**config.mk**
```make
export PLATFORM = sky130hd
export DESIGN_NAME = fact_game_ctrl
export DESIGN_NICKNAME = d
export VERILOG_FILES = /design/src/rtl/fact_game_ctrl.sv
export SDC_FILE = /design/constraint.sdc
export NUM_CORES = 1
export LEC_CHECK = 0
export ABC_CLOCK_PERIOD_IN_PS = 5900
export CORE_MARGIN = 2
export CORE_UTILIZATION = 60
export CTS_CLUSTER_SIZE = 8
export DETAILED_ROUTE_END_ITERATION = 8
export PLACE_DENSITY = 0.86
export SYNTH_ARGS = -nofsm -noshare
export SYNTH_HDL_FRONTEND = slang
export SYNTH_SLANG_ARGS = --single-unit
```
**constraint.sdc**
```tcl
create_clock -name CLK -period 5.9 [get_ports CLK]
set_input_delay 0.59 -clock CLK [delete_from_list [all_inputs] [get_ports CLK]]
set_output_delay 0.59 -clock CLK [all_outputs]
set_load 0.005 [all_outputs]
```
**src/rtl/fact_game_ctrl.sv**
```systemverilog
// fact_game_ctrl -- controller for a "find a prime factor" quiz game.
//
// A question digit (2..9) is drawn from a free-running LFSR. The player
// steps through the prime choices 2/3/5/7 with BTN_SEL and submits with
// BTN_OK before the input window times out. After N_ROUNDS questions the
// block shows a WIN / DRAW / LOSE verdict until START is pressed again.
//
// Ports:
//   CLK     : system clock, all state changes on the rising edge
//   nRST    : synchronous active-low reset
//   START   : one-cycle pulse, starts a game / leaves a verdict state
//   BTN_SEL : one-cycle pulse, advances the choice index
//   BTN_OK  : one-cycle pulse, submits the current choice
//   TICK    : one-cycle timebase enable
//   STATE   : registered game state code for the 7-segment decoder
//   QUE     : registered question digit (2..9)
//   DIN     : registered choice index (0 = none, 1..4 = 2,3,5,7)
//   SCORE   : correct answers in the current game
module fact_game_ctrl #(
  parameter int Q_TICKS   = 2,
  parameter int IN_TICKS  = 5,
  parameter int RES_TICKS = 2,
  parameter int N_ROUNDS  = 4
) (
  input  logic       CLK,
  input  logic       nRST,
  input  logic       START,
  input  logic       BTN_SEL,
  input  logic       BTN_OK,
  input  logic       TICK,
  output logic [3:0] STATE,
  output logic [3:0] QUE,
  output logic [3:0] DIN,
  output logic [2:0] SCORE
);

  localparam logic [3:0] READY    = 4'b0010;
  localparam logic [3:0] QUESTION = 4'b0011;
  localparam logic [3:0] INPUT    = 4'b0100;
  localparam logic [3:0] DRAW     = 4'b0110;
  localparam logic [3:0] WRONG    = 4'b0111;
  localparam logic [3:0] GOOD     = 4'b1000;
  localparam logic [3:0] OUCH     = 4'b1001;
  localparam logic [3:0] WIN      = 4'b1010;
  localparam logic [3:0] LOSE     = 4'b1011;

  logic [7:0] lfsr;
  logic [7:0] timer;
  logic [2:0] round;

  logic       lfsr_fb;
  logic       ok_valid;
  logic       hit;
  logic       q_last;
  logic       in_last;
  logic       res_last;
  logic [2:0] round_inc;
  logic [3:0] new_que;
  logic [3:0] verdict;

  // Fixed divisibility table for question digits 2..9.
  function automatic logic divides(input logic [3:0] q, input logic [3:0] d);
    case (d)
      4'd1:    return (q == 4'd2) || (q == 4'd4) || (q == 4'd6) || (q == 4'd8);
      4'd2:    return (q == 4'd3) || (q == 4'd6) || (q == 4'd9);
      4'd3:    return (q == 4'd5);
      4'd4:    return (q == 4'd7);
      default: return 1'b0;
    endcase
  endfunction

  // Decode helpers shared by the state register below. The verdict uses the
  // current SCORE, which is already final when the last result state ends.
  always_comb begin
    lfsr_fb   = lfsr[7] ^ lfsr[5] ^ lfsr[4] ^ lfsr[3];
    ok_valid  = BTN_OK && (DIN != 4'd0);
    hit       = divides(QUE, DIN);
    q_last    = (timer == 8'(Q_TICKS - 1));
    in_last   = (timer == 8'(IN_TICKS - 1));
    res_last  = (timer == 8'(RES_TICKS - 1));
    round_inc = round + 3'd1;
    new_que   = 4'd2 + {1'b0, lfsr[2:0]};
    if (int'(SCORE) >= N_ROUNDS - 1) begin
      verdict = WIN;
    end else if (int'(SCORE) == N_ROUNDS - 2) begin
      verdict = DRAW;
    end else begin
      verdict = LOSE;
    end
  end

  // Game state machine. The LFSR runs every cycle so the question drawn
  // depends on how long the player waits before pressing START. In INPUT a
  // valid BTN_OK takes priority over both BTN_SEL and the timeout tick.
  always_ff @(posedge CLK) begin
    if (!nRST) begin
      STATE <= READY;
      QUE   <= 4'd0;
      DIN   <= 4'd0;
      SCORE <= 3'd0;
      round <= 3'd0;
      timer <= 8'd0;
      lfsr  <= 8'h01;
    end else begin
      lfsr <= {lfsr[6:0], lfsr_fb};
      case (STATE)
        READY: begin
          if (START) begin
            STATE <= QUESTION;
            QUE   <= new_que;
            SCORE <= 3'd0;
            round <= 3'd0;
            timer <= 8'd0;
          end
        end
        QUESTION: begin
          if (TICK) begin
            if (q_last) begin
              STATE <= INPUT;
              DIN   <= 4'd0;
              timer <= 8'd0;
            end else begin
              timer <= timer + 8'd1;
            end
          end
        end
        INPUT: begin
          if (ok_valid) begin
            STATE <= hit ? GOOD : WRONG;
            timer <= 8'd0;
            if (hit) begin
              SCORE <= SCORE + 3'd1;
            end
          end else begin
            if (BTN_SEL) begin
              DIN <= (DIN == 4'd4) ? 4'd0 : DIN + 4'd1;
            end
            if (TICK) begin
              if (in_last) begin
                STATE <= OUCH;
                timer <= 8'd0;
              end else begin
                timer <= timer + 8'd1;
              end
            end
          end
        end
        GOOD, WRONG, OUCH: begin
          if (TICK) begin
            if (res_last) begin
              timer <= 8'd0;
              round <= round_inc;
              if (int'(round_inc) < N_ROUNDS) begin
                STATE <= QUESTION;
                QUE   <= new_que;
              end else begin
                STATE <= verdict;
              end
            end else begin
              timer <= timer + 8'd1;
            end
          end
        end
        DRAW, WIN, LOSE: begin
          if (START) begin
            STATE <= READY;
          end
        end
        default: begin
          STATE <= READY;
        end
      endcase
    end
  end

endmodule

```
Word level (Yosys, flattened, before mapping):

Index checks and enable logic that the tools add are counted.

* register bits after elaboration: 34
* input bits: 6
* output and inout bits: 15
* logic and storage cells: 115

* $add $sub $neg: 5
* magnitude comparators: 2
* equality and inequality tests: 38
* multiplexer cells: 40
* bitwise gates (word level): 3
* reduce and logical (&&, ||, !) cells: 20

Operator list (number)
* $mux 4: 22
* $mux 8: 6
* $eq 4x3->1 const B: 8
* $eq 4x2->1 const B: 6
* $eq 4x4->1 const B: 6
* $pmux 8 s3: 1
* $ne 2x2->1 const B: 11
* $pmux 4 s5: 1
* $pmux 4 s2: 2
* $mux 3: 5
* $pmux 3 s2: 2
* $reduce_and 4->1: 3
* $reduce_and 5->1: 2
* $add 8x1->8 const B: 1
* $eq 8x1->1 const B: 1
* $eq 8x3->1 const B: 1
* $reduce_and 8->1: 1
* $add 3x1->3 const B: 2
* $ne 3x3->1 const B: 2
* $reduce_bool 2->1: 3
* $reduce_or 3->1: 2
* $logic_or 1x1->1: 5
* $add 2x3->4 const A: 1
* $add 4x1->4 const B: 1
* other kinds (11): 13

Logic depth before layout (Yosys ltp):

* depth after elaboration: 8
* gate-level depth with buffers: 9
* depth with buffers taken out: 8

Worst setup path after synthesis:

OpenSTA, ideal clock, no wires.

* path type: register to register
* from: register DIN[0]
* to: register timer[5]
* setup time: 0.068 ns
* arrival: 1.997 ns
* data required time: 5.832 ns
* setup slack: 3.834 ns
* stages on the path, launching flop included: 9
* path buffers: 0
* period minus slack after synthesis: 2.066 ns
* path through: dfxtp_1 > inv_1 > ha_1 > or3b_2 > nand2_1 > a211oi_2 > nand2_4 > or4_4 > a21oi_2

* longest elaborated chain between the ends: 4
* elaborated cells between the ends (all ways): 6
* classes of those cells: eq/ne: 1; mux: 2; reduce/logical: 3

Ends and longest elaborated chain
* from (decl): line 33 `output logic [3:0] DIN,`
* from (signal assigned): line 136 `DIN <= (DIN == 4'd4) ? 4'd0 : DIN + 4'd1;`
* $reduce_bool 4->1 *: line 76 `ok_valid = BTN_OK && (DIN != 4'd0);`
* $logic_and 1x1->1 *: line 76
* $ne 3x3->1 (no line) / $mux 8 (equally long branches)
* $reduce_and 4->1 (no line) / $pmux 8 s3 (equally long branches)
* to (signal assigned): line 123 `timer <= timer + 8'd1;`
* to (signal assigned): line 143 `timer <= timer + 8'd1;`
* to (signal assigned): line 160 `timer <= timer + 8'd1;`
* to (decl): line 48 `logic [7:0] timer;`

Mark *: on every way between the ends. The rest lies on a longest branch, timed or not.
A chain may end at the register's enable or synchronous reset.

Worst setup path after layout:

Ends and elaborated chain as after synthesis.

==> run summary <==
STATUS
--------------------------------------------------------------------------------------
Result of the run                                                         finished clean

CRITICAL PATH
--------------------------------------------------------------------------------------
Beginning of the critical path                                                  DIN[0]
Capture point of the worst path                                               timer[5]
RR Startpoint                                                                   DIN[0]
Cells along the critical path                                             inv_1 > ha_1 > or3b_2 > nand2_1 > a211oi_2 > nand2_4 > or4_4 > a21oi_2
Capture point of the worst reg-to-reg path                                    timer[5]
Cell family contributing the most delay on the critical path              simple AND/OR/NAND/NOR gates
Class of the most critical setup path                                          reg2reg
Crit path launch type                                                             flop
Crit. End Element                                                                 flop
Largest fanout on the critical path                                                 11
CP bufs+invs                                                                         1
Data arrival time of the critical path                                         2980 ps
Highest cell delay on the worst timing path                                     670 ps
Worst endpoint required time                                                   6190 ps
Number of cell instances on the worst register-to-register path                      8
Crit-path slowest cell                                                    sky130_fd_sc_hd__a211oi_2
Crit. path cell count                                                                8
Reg2reg setup slack                                                            3210 ps

JOB
--------------------------------------------------------------------------------------
Reported max-cap violation count                                                     0

CLOCK TREE
--------------------------------------------------------------------------------------
Postcts setup bufs                                                                   0
Clock root buffer                                                         sky130_fd_sc_hd__clkbuf_4
CTS tree                                                                           yes
Num CTS Buffers                                                                      5
Sinks on Clock Net                                                                  34
Clock latency on the worst-skew pair                                            350 ps
CTS Hold Bufs                                                                        0
Count of cells resized by post-cts repair                                            0
Clock transition at the registers of the reported paths                         110 ps
CTS max path bufs                                                                    2
Level count of the clock H-tree                                                      2

PLACED DESIGN
--------------------------------------------------------------------------------------
Detailed placement HPWL                                                        2820 um
Number of input and output port buffers inserted                                    20
Total instance count after detailed placement                                      278
Weighted congestion reported at the end of routability-driven placement          0.901

TIMING
--------------------------------------------------------------------------------------
Max Transition Viols Final                                                           0
Unrepaired setup endpoints after global routing                                  false
Shortest clock period the worst path allows after layout                       2690 ps
Max-slew headroom at the worst pin                                               47.4%
Number of failing hold endpoints at the final stage                                  0
Final setup violating endpoints                                                      0
Slew of the pin with the lowest slew margin                                     788 ps
Timing-limited maximum frequency                                               372 MHz
Period Utilization, post-route                                                   45.5%
Worst clock skew on the final layout                                           7.69 ps
Total negative slack for setup checks                                             0 ps

SYNTH
--------------------------------------------------------------------------------------
Cell area after synthesis                                                     1920 um2
Adder-Cell Fraction of Synth Area                                                7.83%
Syn Area/Cell                                                                 8.75 um2
Top flip-flop cell by instance count after synthesis                      sky130_fd_sc_hd__dfxtp_1
Share of synthesized area spent on multiplexers                                  3.13%
Register area share after synthesis                                              35.5%
Number of nets produced by synthesis                                               237
Combinational family with the most area after synthesis                   simple AND/OR/NAND/NOR gates
Area fraction in and, or, nand and nor cells after synthesis                     30.4%
Count of flip-flops with a built-in enable after synthesis                           0
Post-Synthesis Cells                                                               219
Compound-gate portion of the synthesized area                                    14.6%
Count of unique library cells instantiated by Yosys                                 51
Async set-or-reset flop fraction in the synthesized netlist                         0%
#FFs+latches synth                                                                  34
Yosys Warn Count                                                                     0
Parity-gate share of the synthesized area counting xor and xnor cells            5.03%

FINISH
--------------------------------------------------------------------------------------
Area occupied by multi-input gates                                            1170 um2
Antenna Cells                                                                        0
Top library cells by usage in the layout, fill and taps aside             sky130_fd_sc_hd__dfxtp_1 (34), sky130_fd_sc_hd__clkdlybuf4s50_1 (20), sky130_fd_sc_hd__nand2_1 (18)
Final Instance Count excl. Fillers                                                 286
Area grow syn2layout                                                             16.6%
Storage cell area                                                              681 um2
Final nets                                                                         259
Final design utilization                                                         73.2%
Most common library cell in the layout ignoring fill and taps             sky130_fd_sc_hd__dfxtp_1
Ratio of cells with drive above 1 in the final layout                            10.7%
Fillcell total                                                                     248

PWR
--------------------------------------------------------------------------------------
Combinational group share of total power                                         33.1%
Internal Dissipation                                                          0.431 mW
Part of the total power dissipated in sequential elements                        40.5%
Standby leakage power                                                         0.860 nW
Switching power of the nets                                                   0.236 mW
Power per standard cell area                                                298 nW/um2
Peak ir drop on the vdd network                                               0.202 mV
Sw Share                                                                         35.4%
Share of power burned in the clock network                                       26.4%

MIN PATH
--------------------------------------------------------------------------------------
Classification of the worst-slack hold path                                    reg2reg

FLOORPLAN
--------------------------------------------------------------------------------------
Core outline area                                                             3050 um2
Placement row count                                                                 20
Full die area                                                                 3660 um2
Initial Util                                                                     62.8%
Horiz. Die Dim                                                                 60.5 um
Height of the die                                                              60.5 um
IO Pins                                                                             21

GRT
--------------------------------------------------------------------------------------
Via count of the first global-routing pass                                        1516
Antenna violations before repair                                                     0
GRT overflow                                                                         0
Global-route wire length before repair                                         6570 um
Total routing resource utilization after global routing                          24.2%
Maximum number of pins on one net before global-route repair                        21

ROUTE
--------------------------------------------------------------------------------------
Number of iterations in the first detailed-routing pass                              4
Post-detailed-route via-to-cell ratio                                             5.76
Number of DRC violations after detailed routing                                      0
Antenna-violating nets left                                                          0
Post-Route WL                                                                  3950 um
Via count                                                                         1648
Final routed wire length divided by cell count                                 13.8 um
First-iteration detailed-routing DRC count                                          83

-- synth_stat cells (2+ instances only) --
master | n | area [um2]
sky130_fd_sc_hd__or2_2 | 2 | 12.5
sky130_fd_sc_hd__dfxtp_1 | 34 | 681
sky130_fd_sc_hd__o21a_1 | 2 | 15.0
sky130_fd_sc_hd__nand2b_1 | 2 | 12.5
sky130_fd_sc_hd__nand4b_1 | 2 | 17.5
sky130_fd_sc_hd__or3_1 | 5 | 31.3
sky130_fd_sc_hd__xor2_1 | 7 | 61.3
sky130_fd_sc_hd__or3b_2 | 2 | 17.5
sky130_fd_sc_hd__inv_1 | 11 | 41.3
sky130_fd_sc_hd__nor2b_1 | 3 | 18.8
sky130_fd_sc_hd__ha_1 | 12 | 150
sky130_fd_sc_hd__mux2i_1 | 6 | 60.1
sky130_fd_sc_hd__and3_1 | 6 | 37.5
sky130_fd_sc_hd__nor3b_1 | 2 | 15.0
sky130_fd_sc_hd__nand4_1 | 4 | 25.0
sky130_fd_sc_hd__a211oi_2 | 2 | 25.0
sky130_fd_sc_hd__o32ai_1 | 2 | 17.5
sky130_fd_sc_hd__or4_4 | 2 | 22.5
sky130_fd_sc_hd__nor2_1 | 16 | 60.1
sky130_fd_sc_hd__nand3_1 | 14 | 70.1
sky130_fd_sc_hd__nand2_1 | 18 | 67.6
sky130_fd_sc_hd__nor3_1 | 4 | 20.0
sky130_fd_sc_hd__a21oi_1 | 14 | 70.1
sky130_fd_sc_hd__clkbuf_1 | 3 | 11.3
sky130_fd_sc_hd__or4b_1 | 2 | 20.0
sky130_fd_sc_hd__buf_2 | 2 | 10.0
sky130_fd_sc_hd__xnor2_1 | 4 | 35.0
sky130_fd_sc_hd__o21ai_0 | 7 | 35.0
sky130_fd_sc_hd__and2_1 | 7 | 43.8
-- power groups by stage --
stage | logic (mW) | clock network (mW) | registers, mW
CTS | 0.221 | 0.181 | 0.270
global placement | 0.215 | 0 | 0.274
floorplan | 0.165 | 0 | 0.270
detailed placement | 0.219 | 0 | 0.274
finish | 0.221 | 0.176 | 0.270
global route | 0.245 | 0.189 | 0.273
-- state kept, by name, indices dropped and copies added, names as in the netlist --
name / cells
lfsr: 8
timer: 8
DIN: 4
QUE: 4
STATE: 4
SCORE: 3
round: 3
-- layer usage --
metal	global-route usage [%]	part of all wire [%]
met4	9.94	1.0
met2	41.1	48
met5	0	0
met3	7.25	4.4
met1	28.5	47
-- kinds of logic (layout without fill, tap and decap cells) --
family / count (synthesis) / count (layout)
adders and majority gates: 12 / 12
xor gates and xnor gates: 11 / 11
AOI/OAI and AO/OA: 40 / 40
and+or+nand+nor: 99 / 99
buffers and inverters: 17 / 40
DFF: 34 / 34
muxes: 6 / 6
-- worst min path at each step --
stage | startpoint | endpoint | slack (ps) | cells after the start
after floorplan | lfsr[6] | lfsr[7] | 410 | 1
after global placement | lfsr[6] | lfsr[7] | 410 | 1
after detailed placement | lfsr[6] | lfsr[7] | 430 | 1
after CTS | lfsr[6] | lfsr[7] | 450 | 1
after global routing | lfsr[6] | lfsr[7] | 470 | 1
final | lfsr[6] | lfsr[7] | 450 | 1
-- cell type report --
| class | count | area share, % |
|---|---|---|
| clock buffer | 5 | 1.68 |
| tap | 44 | 2.46 |
| inverter | 11 | 1.85 |
| sequential | 34 | 30.4 |
| multi-input combinational | 168 | 52.3 |
| timing repair buffer | 21 | 9.29 |
| clock inverter | 3 | 2.01 |
-- metrics by stage --
step | power [mW] | hold slack [ps] | worst slack [ps] | area [um2]
after CTS | 0.672 | 454 | 3230 | 2240
after detailed placement | 0.493 | 426 | 3050 | 2150
after floorplan | 0.435 | 412 | 3830 | 1920
after global routing | 0.707 | 471 | 3030 | 2240
after global placement | 0.489 | 415 | 3130 | 2150
final | 0.667 | 447 | 3210 | 2240
Power figures use the tool's default switching activity.
